===== src/rtl/aurora_pkg.sv =====
// Shared Aurora link types: ordered-set encoding and RX frame constants.
// The AXI word width comes from the AXI_DATA_SIZE define.
`ifndef AXI_DATA_SIZE
`define AXI_DATA_SIZE 64
`endif

package aurora_pkg;

  typedef enum logic [1:0] {
    IDLE = 2'd0,
    DATA = 2'd1,
    SEP  = 2'd2
  } ordered_sets_e;

  localparam int RX_FRAME_CNT_W = 16;

  typedef enum logic {
    FRAME_IDLE = 1'b0,
    IN_FRAME   = 1'b1
  } rx_state_e;

endpackage


===== src/rtl/rx_word_assembler.sv =====
// Builds 64-bit words from full beats (dual-lane)
// or from pairs of 32-bit halves (single-lane).
`ifndef AXI_DATA_SIZE
`define AXI_DATA_SIZE 64
`endif

module rx_word_assembler (
  input  logic                      clk,
  input  logic                      rst_n,
  input  logic                      beat,
  input  logic                      mode,
  input  logic                      clr,
  input  logic [`AXI_DATA_SIZE-1:0] data_in,
  output logic [`AXI_DATA_SIZE-1:0] word,
  output logic                      word_vld,
  output logic                      half_pending
);

  logic        half_q;
  logic [31:0] low_q;

  assign half_pending = half_q;
  assign word_vld     = beat & (~mode | half_q);
  assign word         = mode ? {data_in[31:0], low_q} : data_in;

  always_ff @(posedge clk or negedge rst_n) begin
    if (!rst_n) begin
      half_q <= 1'b0;
      low_q  <= '0;
    end else if (clr) begin
      half_q <= 1'b0;
    end else if (beat && mode) begin
      half_q <= ~half_q;
      if (!half_q) low_q <= data_in[31:0];
    end
  end

endmodule


===== src/rtl/rx_data_controller.sv =====
// RX frame rebuild: one-word hold register delays each word until
// its successor or the SEP shows whether it is the frame's last.
`ifndef AXI_DATA_SIZE
`define AXI_DATA_SIZE 64
`endif

module rx_data_controller
  import aurora_pkg::*;
(
  input  logic                      clk,
  input  logic                      rst_n,
  input  logic                      single_lane,
  input  ordered_sets_e             ordered_sets,
  input  logic [`AXI_DATA_SIZE-1:0] data_in,
  output logic                      axi_valid,
  output logic                      axi_last,
  output logic [`AXI_DATA_SIZE-1:0] axi_data,
  output logic                      frame_err,
  output logic [RX_FRAME_CNT_W-1:0] frame_cnt
);

  rx_state_e                 st, st_nx;
  logic                      mode_q, mode_eff;
  logic                      is_data, is_sep;
  logic [`AXI_DATA_SIZE-1:0] word, hold_data;
  logic                      word_vld, half_pending, hold_vld;
  logic                      emit, last, err, hold_ld, hold_clr;
  logic [RX_FRAME_CNT_W-1:0] cnt_q;

  assign is_data   = (ordered_sets == DATA);
  assign is_sep    = (ordered_sets == SEP);
  assign frame_cnt = cnt_q;
  // The first beat of a frame already uses the mode it latches.
  assign mode_eff  = (st == FRAME_IDLE) ? single_lane : mode_q;

  rx_word_assembler u_asm (
    .clk          (clk),
    .rst_n        (rst_n),
    .beat         (is_data),
    .mode         (mode_eff),
    .clr          (is_sep),
    .data_in      (data_in),
    .word         (word),
    .word_vld     (word_vld),
    .half_pending (half_pending)
  );

  always_comb begin
    st_nx    = st;
    emit     = 1'b0;
    last     = 1'b0;
    err      = 1'b0;
    hold_ld  = 1'b0;
    hold_clr = 1'b0;
    unique case (1'b1)
      is_data: begin
        st_nx = IN_FRAME;
        if (word_vld) begin
          hold_ld = 1'b1;
          emit    = hold_vld;
        end
      end
      is_sep: begin
        st_nx    = FRAME_IDLE;
        hold_clr = 1'b1;
        if (st == FRAME_IDLE) begin
          err = 1'b1;
        end else begin
          emit = hold_vld;
          last = hold_vld;
          err  = half_pending;
        end
      end
      default: ;
    endcase
  end

  always_ff @(posedge clk or negedge rst_n) begin
    if (!rst_n) begin
      st        <= FRAME_IDLE;
      mode_q    <= 1'b0;
      hold_data <= '0;
      hold_vld  <= 1'b0;
      axi_valid <= 1'b0;
      axi_last  <= 1'b0;
      axi_data  <= '0;
      frame_err <= 1'b0;
      cnt_q     <= '0;
    end else begin
      st <= st_nx;
      if (st == FRAME_IDLE && is_data) mode_q <= single_lane;
      if (hold_ld) begin
        hold_data <= word;
        hold_vld  <= 1'b1;
      end else if (hold_clr) begin
        hold_vld <= 1'b0;
      end
      axi_valid <= emit;
      axi_last  <= last;
      if (emit) axi_data <= hold_data;
      frame_err <= err;
      if (last) cnt_q <= cnt_q + 1'b1;
    end
  end

endmodule


===== config.mk =====
export PLATFORM = sky130hd
export DESIGN_NAME = rx_data_controller
export DESIGN_NICKNAME = d
export VERILOG_FILES = /design/src/rtl/aurora_pkg.sv /design/src/rtl/rx_word_assembler.sv /design/src/rtl/rx_data_controller.sv
export SDC_FILE = /design/constraint.sdc
export NUM_CORES = 1
export LEC_CHECK = 0
export BUFFER_PORTS_ARGS = -buffer_cell sky130_fd_sc_hd__buf_2
export CAP_MARGIN = 5
export CORE_MARGIN = 2
export CORE_UTILIZATION = 55
export DETAILED_ROUTE_END_ITERATION = 8
export PLACE_DENSITY = 0.79
export SLEW_MARGIN = 10
export SYNTH_ARGS = -nofsm -noshare
export SYNTH_HDL_FRONTEND = slang
export SYNTH_HIERARCHICAL = 1
export SYNTH_SLANG_ARGS = --single-unit

===== constraint.sdc =====
create_clock -name clk -period 3.1 [get_ports clk]
set_input_delay 0.31 -clock clk [delete_from_list [all_inputs] [get_ports clk]]
set_output_delay 0.31 -clock clk [all_outputs]
set_load 0.005 [all_outputs]

# == Word level (Yosys, flattened, before mapping) ==
# Cells that the tools add are included.
# classes
n_addsub,1
n_eq_ne,2
mux,16
bitwise_logic,6
reduce_logical,6
# op_table
op,count
$mux 64,1
$add 16x1->16 const B,1
$mux 1,13
$reduce_bool 2->1,3
$not 1->1,4
$pmux 1 s2,2
$reduce_and 3->1,1
$eq 2x1->1 const B,1
$eq 2x2->1 const B,1
$logic_and 1x1->1,2
$and 1x1->1,1
$or 1x1->1,1
# totals
ff_bits,183
input_bits,69
out_inout_bits,83
word_cells,42

# == Depth between registers and ports, before layout ==
# Gate-level depths: netlist (run 1).
# depth
word_depth,7
depth_mapped,10
ltp_nobuf,6

# == Modules after synthesis ==
# The synthesis (run 1) kept the hierarchy.
# by_module_without_submodules
module,instances,cells_each,area_per_inst_um2,seq_area_each_um2
rx_data_controller,1,351,5698.0,3753.6
rx_word_assembler,1,147,2189.6,825.8

# == Least setup slack after synthesis (run 1) ==
# No wires, ideal clock.
# synth_path
path_type,register to register
start,register st
end,register axi_data[0]
setup_ns,0.127
arrival_ns,2.316
required_ns,2.973
path_slack_ns,0.657
stages_incl_launch_ff,11
path_buffers,5
period_less_slack_ns,2.443
path_cell_list,dfrtp_1 mux2_2 buf_2 buf_2 buf_2 a21boi_1 nand2_1 a211oi_2 buf_4 buf_6 mux2_1
# synth_between
elab_chain_len,6
word_cells_on_any_way,7
classes_between,mux (4); bitwise (3)
# synth_rtl
element,line,rtl
"start, declared",rx_data_controller.sv:22,"rx_state_e st, st_nx;"
"start signal, assigned",rx_data_controller.sv:90,st <= st_nx;
$mux 1,rx_data_controller.sv:34,assign mode_eff = (st == FRAME_IDLE) ? single_lane : mode_q;
named net mode_eff,rx_data_controller.sv:23,"logic mode_q, mode_eff;"
$not 1->1,rx_word_assembler.sv:23,assign word_vld = beat & (~mode | half_q);
$or 1x1->1,rx_word_assembler.sv:23,
$and 1x1->1,rx_word_assembler.sv:23,
named net word_vld,rx_data_controller.sv:26,"logic word_vld, half_pending, hold_vld;"
$mux 1,rx_data_controller.sv:58,if (word_vld) begin
$pmux 1 s2,rx_data_controller.sv:55,unique case (1'b1)
"end signal, assigned",rx_data_controller.sv:100,if (emit) axi_data <= hold_data;
"end, declared",rx_data_controller.sv:17,"output logic [`AXI_DATA_SIZE-1:0] axi_data,"
# The timed path passes the listed nets, and every way through them passes these cells.
# A chain may end at the register's enable or synchronous reset.

# == Worst setup path in the final report (run 1) ==
# layout_path
start,register st
end,register axi_data[61]
# The elaborated chain is that of the path after synthesis.

==> results of run 1 <==
==> logic make-up after synthesis <==
logic type,Yosys count
adder cells (fa/ha/maj),3
AND/OR/NAND/NOR,31
multiplexers,226
buffers and inverters,32
XOR/XNOR,15
AO/OA/AOI/OAI,8
flip-flops,183
==> area by class of cell <==
cell class	count	area, um2
fill	986	4480
tap	180	225
clock inverter	12	221
multi-input combinational	283	3090
clock buffer	20	467
timing repair buffer	159	850
inverter	6	22.5
sequential	183	4580
==> flip-flops by register name, summed over array words and instances, names as in the netlist <==
register	count
hold_vld	1
axi_data	64
frame_cnt	16
u_asm/half_pending	1
hold_data	64
axi_valid	1
axi_last	1
frame_err	1
st	1
u_asm/low_q	32
mode_q	1
==> cell usage in the layout, fill, tap and decap left out, drive strengths merged, types with 2 or more instances in the layout <==
cell type | synthesis | layout
clkinv | 0 | 3
nor2 | 3 | 3
nand2 | 10 | 10
bufinv | 0 | 6
a21boi | 2 | 2
nand4 | 7 | 7
clkbuf | 1 | 20
mux2 | 225 | 225
buf | 25 | 158
xor2 | 6 | 6
nor3 | 2 | 2
nand3 | 3 | 3
xnor2 | 9 | 9
inv | 6 | 6
ha | 3 | 3
dfrtp | 183 | 183
clkinvlp | 0 | 3
==> path summary, 6_finish.rpt <==
check | slack [ps] | end | cells past startpoint
worst max-delay path | 830 | axi_data[61] | 6
worst min-delay path | 140 | u_asm/low_q[17] | 2
worst max register to register | 830 | axi_data[61] | 6
worst min register to register | 480 | axi_data[8] | 1
max in group asynchronous | 1750 | u_asm/low_q[10] | 3
min in group asynchronous | 450 | u_asm/low_q[28] | 2
==> power by group <==
part	switching, uW	total (uW)	internal (uW)	leakage, uW
registers	520	3890	3370	0.00230
logic	744	2040	1290	0.00203
clock network	899	2470	1570	0.000328
total	2160	8400	6240	0.00466
==> worst reg2reg max path: cells and delay by family (launching register included) <==
kind | cells | cell delay, ps
buffers and inverters | 1 | 370
AOI/OAI and AO/OA | 2 | 490
DFF | 1 | 440
and+or+nand+nor | 1 | 80
muxes | 2 | 750
==> stage by stage <==
step	util (%)	hold WS, ps
after floorplan	-	14.4
after global placement	62.8	356
after detailed placement	62.8	368
after CTS	67.9	122
after global routing	67.9	129
final	67.9	143
==> per-layer routing <==
layer | GRT usage [%] | wire length [um] | vias to the layer above
met4 | 7.24 | 212 | 0
li1 | - | - | 2072
met1 | 27.9 | 6900 | 2342
met3 | 5.22 | 771 | 13
met5 | 0 | 0 | -
met2 | 33.7 | 7190 | 110
==> timing repair <==
action | CTS | global route
hold endpoints to repair | 68 | 0
hold buffers | 1 | 0
gates resized for setup | 0 | 0
==> impl_metrics.ini, run 1 <==
[sta]
hold_viol_final = 0
worstMarginPinSlew_ps = 955
slew_viol_final = 0
finalWorstPathRequiredPeriod_ps = 2270
relSlewSlack_pct = 36.3
rsz0062_at_grt = false
setup_tns_ps = 0
fin_ws_ps = 832
setup_viol = 0
clock_skew_ps = 7.12
clock.fmax_mhz = 441
timing.final.crit_share_pct = 73.2

[yosys]
async_reset_ff_share_pct = 100
synth_top_family_by_area = multiplexers
synth-seq-area-share_pct = 58.1
syn_nets = 570
avgSynthCellArea_um2 = 15.8
synth_xor_area_share_pct = 1.67
synthTopCellsByArea = dfrtp_1 58%, mux2_2 16%, mux2_1 12%
synthMuxAreaShare_pct = 33.7
syn_inst = 498
yosysMostFrequentCell = dfrtp_1
ys_seq_elements = 183
synth-compound-area-share_pct = 0.809
yosys.area_share.simple_pct = 2.32
synth-warning-count = 6
synthFlopType = dfrtp_1
synth-edff-count = 0
ys_top_cells_by_count = 183 x dfrtp_1, 110 x mux2_2, 85 x mux2_1
yosysTopAreaCell = dfrtp_1
ys_types = 34
syn_area_um2 = 7890
synth_top_area_share_pct = 58.1
synthAdderAreaFrac_pct = 0.476

[worst_setup_path]
r2r-start = st
cp_top_family = multiplexers
worst_setup_path_end_kind = flop
crit_arrival_ps = 2570
setup.worst_path.start = st
cp-start-kind = flop
critPathBufInv = 1
critical_path_class = reg -> reg
required_ps = 3400
slowest_stage = dfrtp_1
slowest_delay_ps = 440
worst-path-max-fanout = 65
worstPathCellList = mux2_4, a21boi_1, nand2_4, a211oi_4, buf_12, mux2_1

[cells_and_area]
area_delta_synth_final_pct = 19.9
nets = 722
fin_area_um2 = 9460
antenna-diode-count = 0
final_cells = 843
drive_gt1_share_pct = 50.7

[min_path]
hold_path.class = in -> reg
hold_path.startpoint = data_in[17]

[clock_tree]
clock_sinks = 183
cts-buffers-inserted = 17
cts.reportedPaths.clkPinSlew_ps = 70
cts_root_buf = clkbuf_16
clkLatencyLatePin_ps = 430
clk_path_buf_depth = 2
cts_tree = done
cts_max_level = 4
post_cts_buffers = 0

[global_route]
antenna_found_initial = 0
grt.total_usage_pct = 20.9
grt_pass1_wl_um = 24300
grt_max_degree = 72
grt_overflow = 0
grt_pass1_vias = 4784

[power]
max-vdd-ir-drop_uv = 438
total_leakage_power_uw = 0.00466
pwr_density_cell_nw_per_um2 = 888
total_power_uw = 8400

[detailed_routing]
drt-initial-drc-count = 218
viasPerCell = 5.38
drc_errors = 0
first_pass_iters = 4
wl_per_cell_um = 17.9
wirelength_um = 15100
vias = 4537
ant_nets = 0

[placed_design]
place_ws_ps = 752
port_buffers = 151
gp_congestion = 0.789
dp.cells = 810
dpl.hpwl_um = 9560
place_area_um2 = 8760

[job]
maxCapViolations = 0

[floorplanning]
coreArea_um2 = 13900
die_w_um = 124
rows = 43
start_util_pct = 56.6
num_io_pins = 152
die-height_um = 124
die-area_um2 = 15300

[status]
status = complete, no violations
(Power assumes the default switching activity.)
==> inputs of run 2 (changes only) <==
ABC_AREA = 1   (was not set)
CORE_UTILIZATION = 50   (was 55)
PLACE_DENSITY = 0.76   (was 0.79)
clock period = 1.9 ns   (was 3.1 ns; I/O delays follow)
==> run 2 against run 1 <==
  * Sequential power is 60% higher
  * Combinational power is 56% higher
  * Area after synthesis up 0.76%
  * Die area increased by 10%
  * Maximum frequency up 31%
  * First-iteration DRC count up 89%
  * Flip-flop and latch count stayed put
  * Largest cell class unchanged
==> impl_metrics.ini, run 2 <==
[floorplanning]
rows = 46
die-area_um2 = 16900
coreArea_um2 = 15700
start_util_pct = 50.6
die_w_um = 130
num_io_pins = 152
die-height_um = 130

[detailed_routing]
drc_errors = 0
viasPerCell = 4.99
ant_nets = 0
wl_per_cell_um = 14.6
wirelength_um = 18600
drt-initial-drc-count = 413
vias = 6336
first_pass_iters = 5

[min_path]
hold_depth = 3
hold_path.class = in -> reg
hold_path.startpoint = data_in[4]
min_to = u_asm/low_q[4]

[placed_design]
dp.cells = 1229
dpl.hpwl_um = 12200
gp_congestion = 0.794
port_buffers = 151

[cells_and_area]
final_cells = 1271
nets = 1114
multiInputGateArea_um2 = 2820
area_delta_synth_final_pct = 22.3
num-fill-cells = 1356
reg.largest.list = axi_data (64), hold_data (64), u_asm/low_q (32)
mostFrequentLayoutCells = 321 x nand2_1, 183 x dfrtp_1, 150 x buf_2
register_area_um2 = 4580
fin_util_pct = 61.8
drive_gt1_share_pct = 25.0
final_common_cell = nand2_1

[global_route]
grt_pass1_wl_um = 30000
grt_overflow = 0
grt_max_degree = 66
grt.total_usage_pct = 22.7
antenna_found_initial = 1
grt_pass1_vias = 6183

[clock_tree]
cts-buffers-inserted = 17
cts.reportedPaths.clkPinSlew_ps = 70
clkLatencyLatePin_ps = 430
clock_sinks = 183
clk_path_buf_depth = 2
cts_tree = done
cts_max_level = 4
cts_root_buf = clkbuf_16

[yosys]
synth_xor_area_share_pct = 0.992
yosys.area_share.simple_pct = 20.8
avgSynthCellArea_um2 = 9.01
async_reset_ff_share_pct = 100
synth-warning-count = 6
synthAdderAreaFrac_pct = 0.472
ys_top_cells_by_count = 323 x nand2_1, 183 x dfrtp_1, 87 x o21ai_0
synth-seq-area-share_pct = 57.6
synth_top_family_by_area = simple AND/OR/NAND/NOR gates
ys_types = 24
yosysMostFrequentCell = nand2_1
synthMuxAreaShare_pct = 5.95
synth-edff-count = 0
yosysTopAreaCell = dfrtp_1
synthFlopType = dfrtp_1
synth-compound-area-share_pct = 7.04
ys_seq_elements = 183
synth_top_area_share_pct = 57.6
syn_area_um2 = 7950
synthTopCellsByArea = dfrtp_1 58%, nand2_1 15%, mux2_2 6.0%
syn_inst = 882
syn_nets = 954

[sta]
timing.final.crit_share_pct = 91.1
clock_skew_ps = 5.21
relSlewSlack_pct = 68.9
finalWorstPathRequiredPeriod_ps = 1730
setup_viol = 0
setup_tns_ps = 0
worstMarginPinSlew_ps = 467
fin_hold_ws_ps = 11.1
clock.fmax_mhz = 578
hold_viol_final = 0
slew_viol_final = 0

[job]
maxCapViolations = 0

[worst_setup_path]
reg2reg_depth = 13
worst_setup_path_end_kind = flop
critical_path_class = reg -> reg
crit_arrival_ps = 2100
r2r-start = st
r2r_slack_ps = 170
worst-path-max-fanout = 22
regToRegEndpoint = axi_data[13]
cp-start-kind = flop
required_ps = 2270

[power]
total_leakage_power_uw = 0.00532
total_power_uw = 13100
max-vdd-ir-drop_uv = 697
pwr_density_cell_nw_per_um2 = 1350

[status]
status = complete, no violations
## run 2: cell count changes after synthesis, moves of 30 or more
| cell | delta |
|---|---|
| nand2_1 | +313 |
| o21ai_0 | +86 |
| mux2_1 | -85 |
| mux2_2 | -68 |
| inv_1 | +65 |
| nor2_1 | +42 |
| nand3_1 | +34 |
| mux2_4 | -30 |
## run 2: through the flow
| step | worst slack [ps] | instance area, um2 |
|---|---|---|
| after floorplan | 155 | 7950 |
| after global placement | 136 | 8960 |
| after detailed placement | 60.3 | 8960 |
| after CTS | 46.1 | 9660 |
| after global routing | -0.747 | 9720 |
| final | 169 | 9720 |
## run 2: cells by family after synthesis
family	Yosys count
mux	42
flops	183
fa+ha+maj	3
simple gates	416
xor+xnor	9
buf+inv	118
compound gates	111
## run 2: worst max-delay path by stage
| stage | startpoint | end |
|---|---|---|
| 2_1_floorplan | st | hold_data[10] |
| 3_3_place_gp | st | axi_data[61] |
| 3_5_place_dp | st | axi_data[60] |
| 4_1_cts | st | axi_data[60] |
| 5_1_grt | st | axi_data[13] |
| 6_report | st | axi_data[13] |
## run 2: layout make-up
type | instances | share of cell area [%]
Multi-Input combinational cell | 581 | 29.0
Inverter | 73 | 2.82
Timing Repair Buffer | 186 | 11.9
Clock buffer | 19 | 4.45
Clock inverter | 12 | 1.83
Antenna cell | 1 | 0.0257
Tap cell | 216 | 2.78
Sequential cell | 183 | 47.1
## run 2: where the power goes
| group | total, uW | internal [uW] | switching, uW |
|---|---|---|---|
| Combinational | 3180 | 1510 | 1660 |
| Clock | 3680 | 2190 | 1480 |
| Sequential | 6240 | 5440 | 803 |
## run 2: what timing repair did
item	CTS	global route
endpoints found under the setup margin	0	104
buffers inserted	0	0
gates resized for setup	0	7
endpoints found under the hold margin	44	0
hold buffers	9	0
## run 2: layer usage
metal / track usage (%) / part of all wire (%) / vias to the layer above / wire length, um
met3: 4.72 / 5.3 / 15 / 987
li1: - / - / 3077 / -
met1: 29.7 / 45 / 3044 / 8310
met5: 0 / 0 / - / 0
met4: 6.51 / 1.1 / 0 / 201
met2: 38.6 / 49 / 200 / 9100
## run 2: worst max-delay path: stages, from the launching register on
cell and delay, ps:
dfrtp_1 360, inv_1 60, nand2_1 80, nand2_2 70, inv_2 90, nor2_4 40
nor2_2 120, nand2_4 90, o21ai_2 160, nand2_4 110, inv_2 120, buf_12 200
nand2_1 80, nand2_1 80
